### config.mk
export PLATFORM = sky130hd
export DESIGN_NAME = pipeline_stage_regs
export DESIGN_NICKNAME = d
export VERILOG_FILES = /design/src/rtl/pipeline_stage_regs.sv
export SDC_FILE = /design/constraint.sdc
export NUM_CORES = 1
export LEC_CHECK = 0
export ABC_AREA = 1
export BUFFER_PORTS_ARGS = -buffer_cell sky130_fd_sc_hd__buf_2
export CAP_MARGIN = 0
export CORE_AREA = 2 2 336 338
export CTS_CLUSTER_SIZE = 12
export DETAILED_ROUTE_END_ITERATION = 7
export DIE_AREA = 0 0 338 340
export HOLD_SLACK_MARGIN = 0.02
export PLACE_DENSITY = 0.46
export SKIP_CTS_REPAIR_TIMING = 1
export SLEW_MARGIN = 20
export SYNTH_ARGS = -nofsm -noshare
export SYNTH_HDL_FRONTEND = slang
export SYNTH_SLANG_ARGS = --single-unit
### constraint.sdc
create_clock -name clk -period 1.8 [get_ports clk]
set_input_delay 0.36 -clock clk [delete_from_list [all_inputs] [get_ports clk]]
set_output_delay 0.36 -clock clk [all_outputs]
set_load 0.05 [all_outputs]
### src/rtl/pipeline_stage_regs.sv
// Four inter-stage registers (IF/ID, ID/EX, EX/MEM, MEM/WB) with per-stage hold/flush,
// upstream stall propagation, stall bubbles and saturating stall/bubble event counters.
module pipeline_stage_regs #(
    parameter int IF_ID_W  = 64,
    parameter int ID_EX_W  = 168,
    parameter int EX_MEM_W = 107,
    parameter int MEM_WB_W = 71,
    parameter int CNT_W    = 16
) (
    input  logic                clk,
    input  logic                reset,
    input  logic [IF_ID_W-1:0]  if_id_in,
    input  logic                if_valid,
    input  logic [ID_EX_W-1:0]  id_ex_in,
    input  logic [EX_MEM_W-1:0] ex_mem_in,
    input  logic [MEM_WB_W-1:0] mem_wb_in,
    input  logic [3:0]          hold,
    input  logic [3:0]          flush,
    input  logic                cnt_clr,
    output logic [IF_ID_W-1:0]  if_id_out,
    output logic [ID_EX_W-1:0]  id_ex_out,
    output logic [EX_MEM_W-1:0] ex_mem_out,
    output logic [MEM_WB_W-1:0] mem_wb_out,
    output logic [3:0]          valid_out,
    output logic [CNT_W-1:0]    stall_cnt,
    output logic [CNT_W-1:0]    bubble_cnt
);

    localparam logic [CNT_W-1:0] CNT_MAX = '1;
    localparam logic [CNT_W-1:0] CNT_ONE = {{(CNT_W-1){1'b0}}, 1'b1};

    logic [3:0] eh;         // effective hold, stall propagated upstream
    logic [3:0] valid_in;   // valid each register would load
    logic [3:0] stall_bub;  // bubble because the upstream register is frozen
    logic [3:0] zero;       // register is cleared this cycle
    logic [3:0] load;       // register takes its input this cycle
    logic       stall_any;
    logic       bubble_any;

    always_comb begin
        eh[3] = hold[3];
        for (int i = 2; i >= 0; i--) begin
            eh[i] = hold[i] | eh[i+1];
        end

        valid_in     = {valid_out[2:0], if_valid};
        stall_bub[0] = 1'b0;
        for (int i = 1; i < 4; i++) begin
            stall_bub[i] = eh[i-1] & ~eh[i] & ~flush[i];
        end

        zero       = flush | stall_bub;
        load       = ~flush & ~eh & ~stall_bub;
        stall_any  = |eh;
        // Only bubbles that displace a real instruction count as events.
        bubble_any = |(zero & (valid_out | valid_in));
    end

    // NOTE: sequential state uses non-blocking assignments so every register samples
    // the pre-edge values of its neighbours, which the stall chain depends on.
    always_ff @(posedge clk or negedge reset) begin
        if (!reset) begin
            valid_out <= 4'b0000;
        end else begin
            for (int i = 0; i < 4; i++) begin
                if (zero[i]) begin
                    valid_out[i] <= 1'b0;
                end else if (load[i]) begin
                    valid_out[i] <= valid_in[i];
                end
            end
        end
    end

    // Payloads are gated by the incoming valid so invalid entries always read zero.
    always_ff @(posedge clk or negedge reset) begin
        if (!reset) begin
            if_id_out <= '0;
        end else if (zero[0]) begin
            if_id_out <= '0;
        end else if (load[0]) begin
            if_id_out <= valid_in[0] ? if_id_in : '0;
        end
    end

    always_ff @(posedge clk or negedge reset) begin
        if (!reset) begin
            id_ex_out <= '0;
        end else if (zero[1]) begin
            id_ex_out <= '0;
        end else if (load[1]) begin
            id_ex_out <= valid_in[1] ? id_ex_in : '0;
        end
    end

    always_ff @(posedge clk or negedge reset) begin
        if (!reset) begin
            ex_mem_out <= '0;
        end else if (zero[2]) begin
            ex_mem_out <= '0;
        end else if (load[2]) begin
            ex_mem_out <= valid_in[2] ? ex_mem_in : '0;
        end
    end

    always_ff @(posedge clk or negedge reset) begin
        if (!reset) begin
            mem_wb_out <= '0;
        end else if (zero[3]) begin
            mem_wb_out <= '0;
        end else if (load[3]) begin
            mem_wb_out <= valid_in[3] ? mem_wb_in : '0;
        end
    end

    always_ff @(posedge clk or negedge reset) begin
        if (!reset) begin
            stall_cnt  <= '0;
            bubble_cnt <= '0;
        end else if (cnt_clr) begin
            stall_cnt  <= '0;
            bubble_cnt <= '0;
        end else begin
            if (stall_any && stall_cnt != CNT_MAX) begin
                stall_cnt <= stall_cnt + CNT_ONE;
            end
            if (bubble_any && bubble_cnt != CNT_MAX) begin
                bubble_cnt <= bubble_cnt + CNT_ONE;
            end
        end
    end

endmodule

# Word level (Yosys, flattened, before mapping)
# Index checks and enable logic that the tools add are counted.
# word_totals
in_bits	422
output_inout_bits	446
reg_bits	446
elab_cells	71
# classes
n_reduce_logical	10
eq_ne	2
n_bitwise	23
n_addsub	2
mux	24
# ops
operator	count
$mux 168	3
$mux 107	3
$mux 71	3
$mux 64	3
$mux 16	4
$add 16x1->16 const B	2
$ne 16x16->1 const B	2
$and 4x4->4	3
$not 4->4	3
$reduce_bool 2->1	6
$mux 1	8
$or 4x4->4	2
$reduce_or 4->1	2
$and 1x1->1	6
$not 1->1	6
$or 1x1->1	3
$logic_and 1x1->1	2

# Longest topological paths before layout
# logic_depth
ltp_word	11
mapped_depth	10
ltp_nobuf	9

# Worst setup path before layout
# Ideal clock, no wire load.
# synth_timing
kind	reg2reg
start	register bubble_cnt[1]
end	register bubble_cnt[14]
slack_ns	-0.204
path_buffers	1
t_arrival_ns	1.937
setup_time_ns	0.066
synth_period_minus_slack_ns	2.004
path_stages_with_launch	9
required_time_ns	1.734
path_cell_list	dfrtp_1 > ha_1 > nand2_1 > nor2_2 > nand4_2 > nand2_2 > buf_6 > nand3_1 > nand2_1
# synth_between
elab_chain_cells	3
word_cells_on_any_way	6
cone_classes	add/sub (1); eq/ne (1); mux (2); reduce/logical (2)
# synth_lines
element	line_no	text
start: declaration	26	output logic [CNT_W-1:0] bubble_cnt
start signal: assignment	128	bubble_cnt <= bubble_cnt + CNT_ONE;
$add 16x1->16 or $ne 16x16->1 (tied branches)	128, 127	
$mux 16 or $logic_and 1x1->1 (tied branches)	127	if (bubble_any && bubble_cnt != CNT_MAX) begin
$mux 16 or $reduce_bool 2->1 (tied branches)	n/a	
# Several ways; a longest one is shown, not always the timed one. The select of a mux whose other input is x is not followed.
# A chain may end at the register's enable or synchronous reset.

# Worst setup path after layout
# layout_timing
start	register stall_cnt[15]
end	output stall_cnt[15]
# layout_lines
element	line_no	text
start: declaration	25	output logic [CNT_W-1:0] stall_cnt,
start signal: assignment	125	stall_cnt <= stall_cnt + CNT_ONE;
# No word-level cell between the ends.

==> reports/metrics.yaml <==
status: "finished clean"
clkSinkCount: 446
crit_buf_inv: 1
worstSetupStartpointType: "flop"
viasPerCell: 3.94
cts_max_level: 2
tritoncts: "yes"
cp_top_family: "flip-flops"
cp.depth: 1
cp.arrival_ns: 1.36
syn_inst: 2125
dp_slack_ns: -0.229
numCtsBuffers: 54
dr.first_iter.drc_count: 931
required_ns: 1.44
core_um2: 112000
slew_violations: 0
track_usage: 0.126
setup_viol: 0
synthesis.nets: 2549
synth_common_cells: "nand3_1, dfrtp_1, inv_1"
grt_max_degree: 108
dr.pass1.iters: 5
cap_violations: 0
end_kind: "output port"
cts_root_buf: "clkbuf_16"
first_global_vias: 17800
grt_pass1_wl_mm: 112
worst-slew-pin-transition_ns: 0.904
power_mw: 24.1
clock-skew-final_ns: 0.0141
synthDistinctLibCells: 30
rows: 123
min_period_ns: 1.72
finalHoldViolCount: 0
clock_latency_ns: 0.61
cp_slowest_cell: "dfrtp_1"
hold_path_depth: 3
ys_ff_latch: 446
area_delta_synth_final_pct: 66.3
port_buffers: 867
crit_fanout: 5
ys_warn_count: 0
worstPathCellList: "clkbuf_4"
dieArea_um2: 115000
cts_buffer_depth: 3
rsz0062_at_grt: "no"
grt_antenna_before_repair: 10
ys.flop_type: "dfrtp_1"
globalRoute.totalOverflow: 0
die_w_um: 338
synth_area_leader_cell: "dfrtp_1"
initial_core_util: 0.171
drc: 0
globalplace.congestion: 0.841
netlist_top_cells_area: "dfrtp_1, nand3_1, o21ai_0"
async_reset_ff_frac: 1.00
yosysMostFrequentCell: "nand3_1"
fin_nets: 3811
p_leak_nw: 17.4
final.period_utilization: 0.955
synth_top_area_frac: 0.586
layout-drive-gt1-share: 0.336
slew_headroom: 0.397
layout_setup_ws_ns: 0.0802
wl_mm: 79.0
ant_nets: 0
hpwlAfterDp_mm: 56.6
vias: 19400
fmax_ghz: 0.581
peakVddDrop_v: 0.000726
tns_ns: 0
crit_type: "reg -> out"
slowest_delay_ns: 0.45
fp.dieH_um: 340
path_clk_slew_ns: 0.06
routedWlPerCell_um: 16.0
synth_edf_count: 0
reg2regPathDepth: 10
postLayoutCoreUtil: 0.284
power.density_nw_per_um2: 762
netlist_area_um2: 19000
min_path_type: "in -> reg"
ios: 868
fill_cells: 11900
avgSynthCellArea_um2: 8.96
ys_seq_area_frac: 0.586
-- area by class of cell --
cell class | count | area, um2 | share of cell area
Sequential cell | 446 | 11200 | 0.353
Timing Repair Buffer | 1345 | 9350 | 0.295
Multi-Input combinational cell | 1094 | 5670 | 0.179
Tap cell | 1500 | 1880 | 0.0593
Clock buffer | 82 | 1720 | 0.0543
Inverter | 446 | 1680 | 0.0530
Clock inverter | 18 | 184 | 0.00581
Antenna cell | 2 | 5.00 | 0.000158
-- path summary, 6_finish.rpt --
kind,from,to,slack (ns)
min in group asynchronous,reset,mem_wb_out[48],0.19
worst max register to register,stall_cnt[0],stall_cnt[2],0.16
worst max-delay path,stall_cnt[15],stall_cnt[15],0.08
max in group asynchronous,reset,valid_out[2],0.79
worst min register to register,mem_wb_out[69],mem_wb_out[69],0.50
worst min-delay path,ex_mem_in[102],ex_mem_out[102],0.001
-- sequential cells by signal, indices dropped and copies added (netlist names) --
name,count
mem_wb_out,71
stall_cnt,16
valid_out,4
bubble_cnt,16
id_ex_out,168
ex_mem_out,107
if_id_out,64
-- report_power, final --
part	switching [mW]	internal (mW)
Combinational	1.28	1.14
Sequential	0.0387	10.1
Clock	4.59	6.99
Total	5.91	18.2
-- through the flow --
stage	hold slack (ns)	cell area (um2)	cells
floorplan	0.0644	19100	2125
global placement	0.236	25900	4457
detailed placement	0.239	25900	4457
CTS	-0.465	27800	4557
global route	0.0122	31700	4933
finish	0.00123	31700	4933
-- worst min-delay path, cell delays in order --
cell,delay [ns]
buf_2,0.09
inv_1,0.04
o21ai_0,0.07
-- metal layers --
| metal | GRT usage | vias to the layer above | share of wire |
|---|---|---|---|
| met4 | 0.0340 | 6 | 0.023 |
| met1 | 0.155 | 9349 | 0.41 |
| li1 | - | 9366 | - |
| met2 | 0.219 | 589 | 0.50 |
| met5 | 0 | - | 0.00052 |
| met3 | 0.0307 | 103 | 0.061 |
-- cells in the final DEF (no fill, tap or decap), drive strengths merged --
cell type	count
diode	2
nand4	21
nand2	118
xor2	10
o21bai	6
nand3	459
bufinv	3
o21ai	420
nor3	2
nand3b	1
clkinvlp	5
nor2	50
inv	446
clkinv	10
clkbuf	93
xnor2	1
dfrtp	446
buf	960
ha	2
or2	2
dlygate4sd3	374
a21o	1
and2	1
-- cell families after synthesis --
kind of cell / Yosys count / synth area share
AND/OR/NAND/NOR: 654 / 0.165
buffers and inverters: 585 / 0.119
flip-flops: 446 / 0.586
AO/OA/AOI/OAI: 427 / 0.123
XOR/XNOR: 11 / 0.00506
adder cells (fa/ha/maj): 2 / 0.00131
Note: power is estimated with default switching activity, not from simulation.
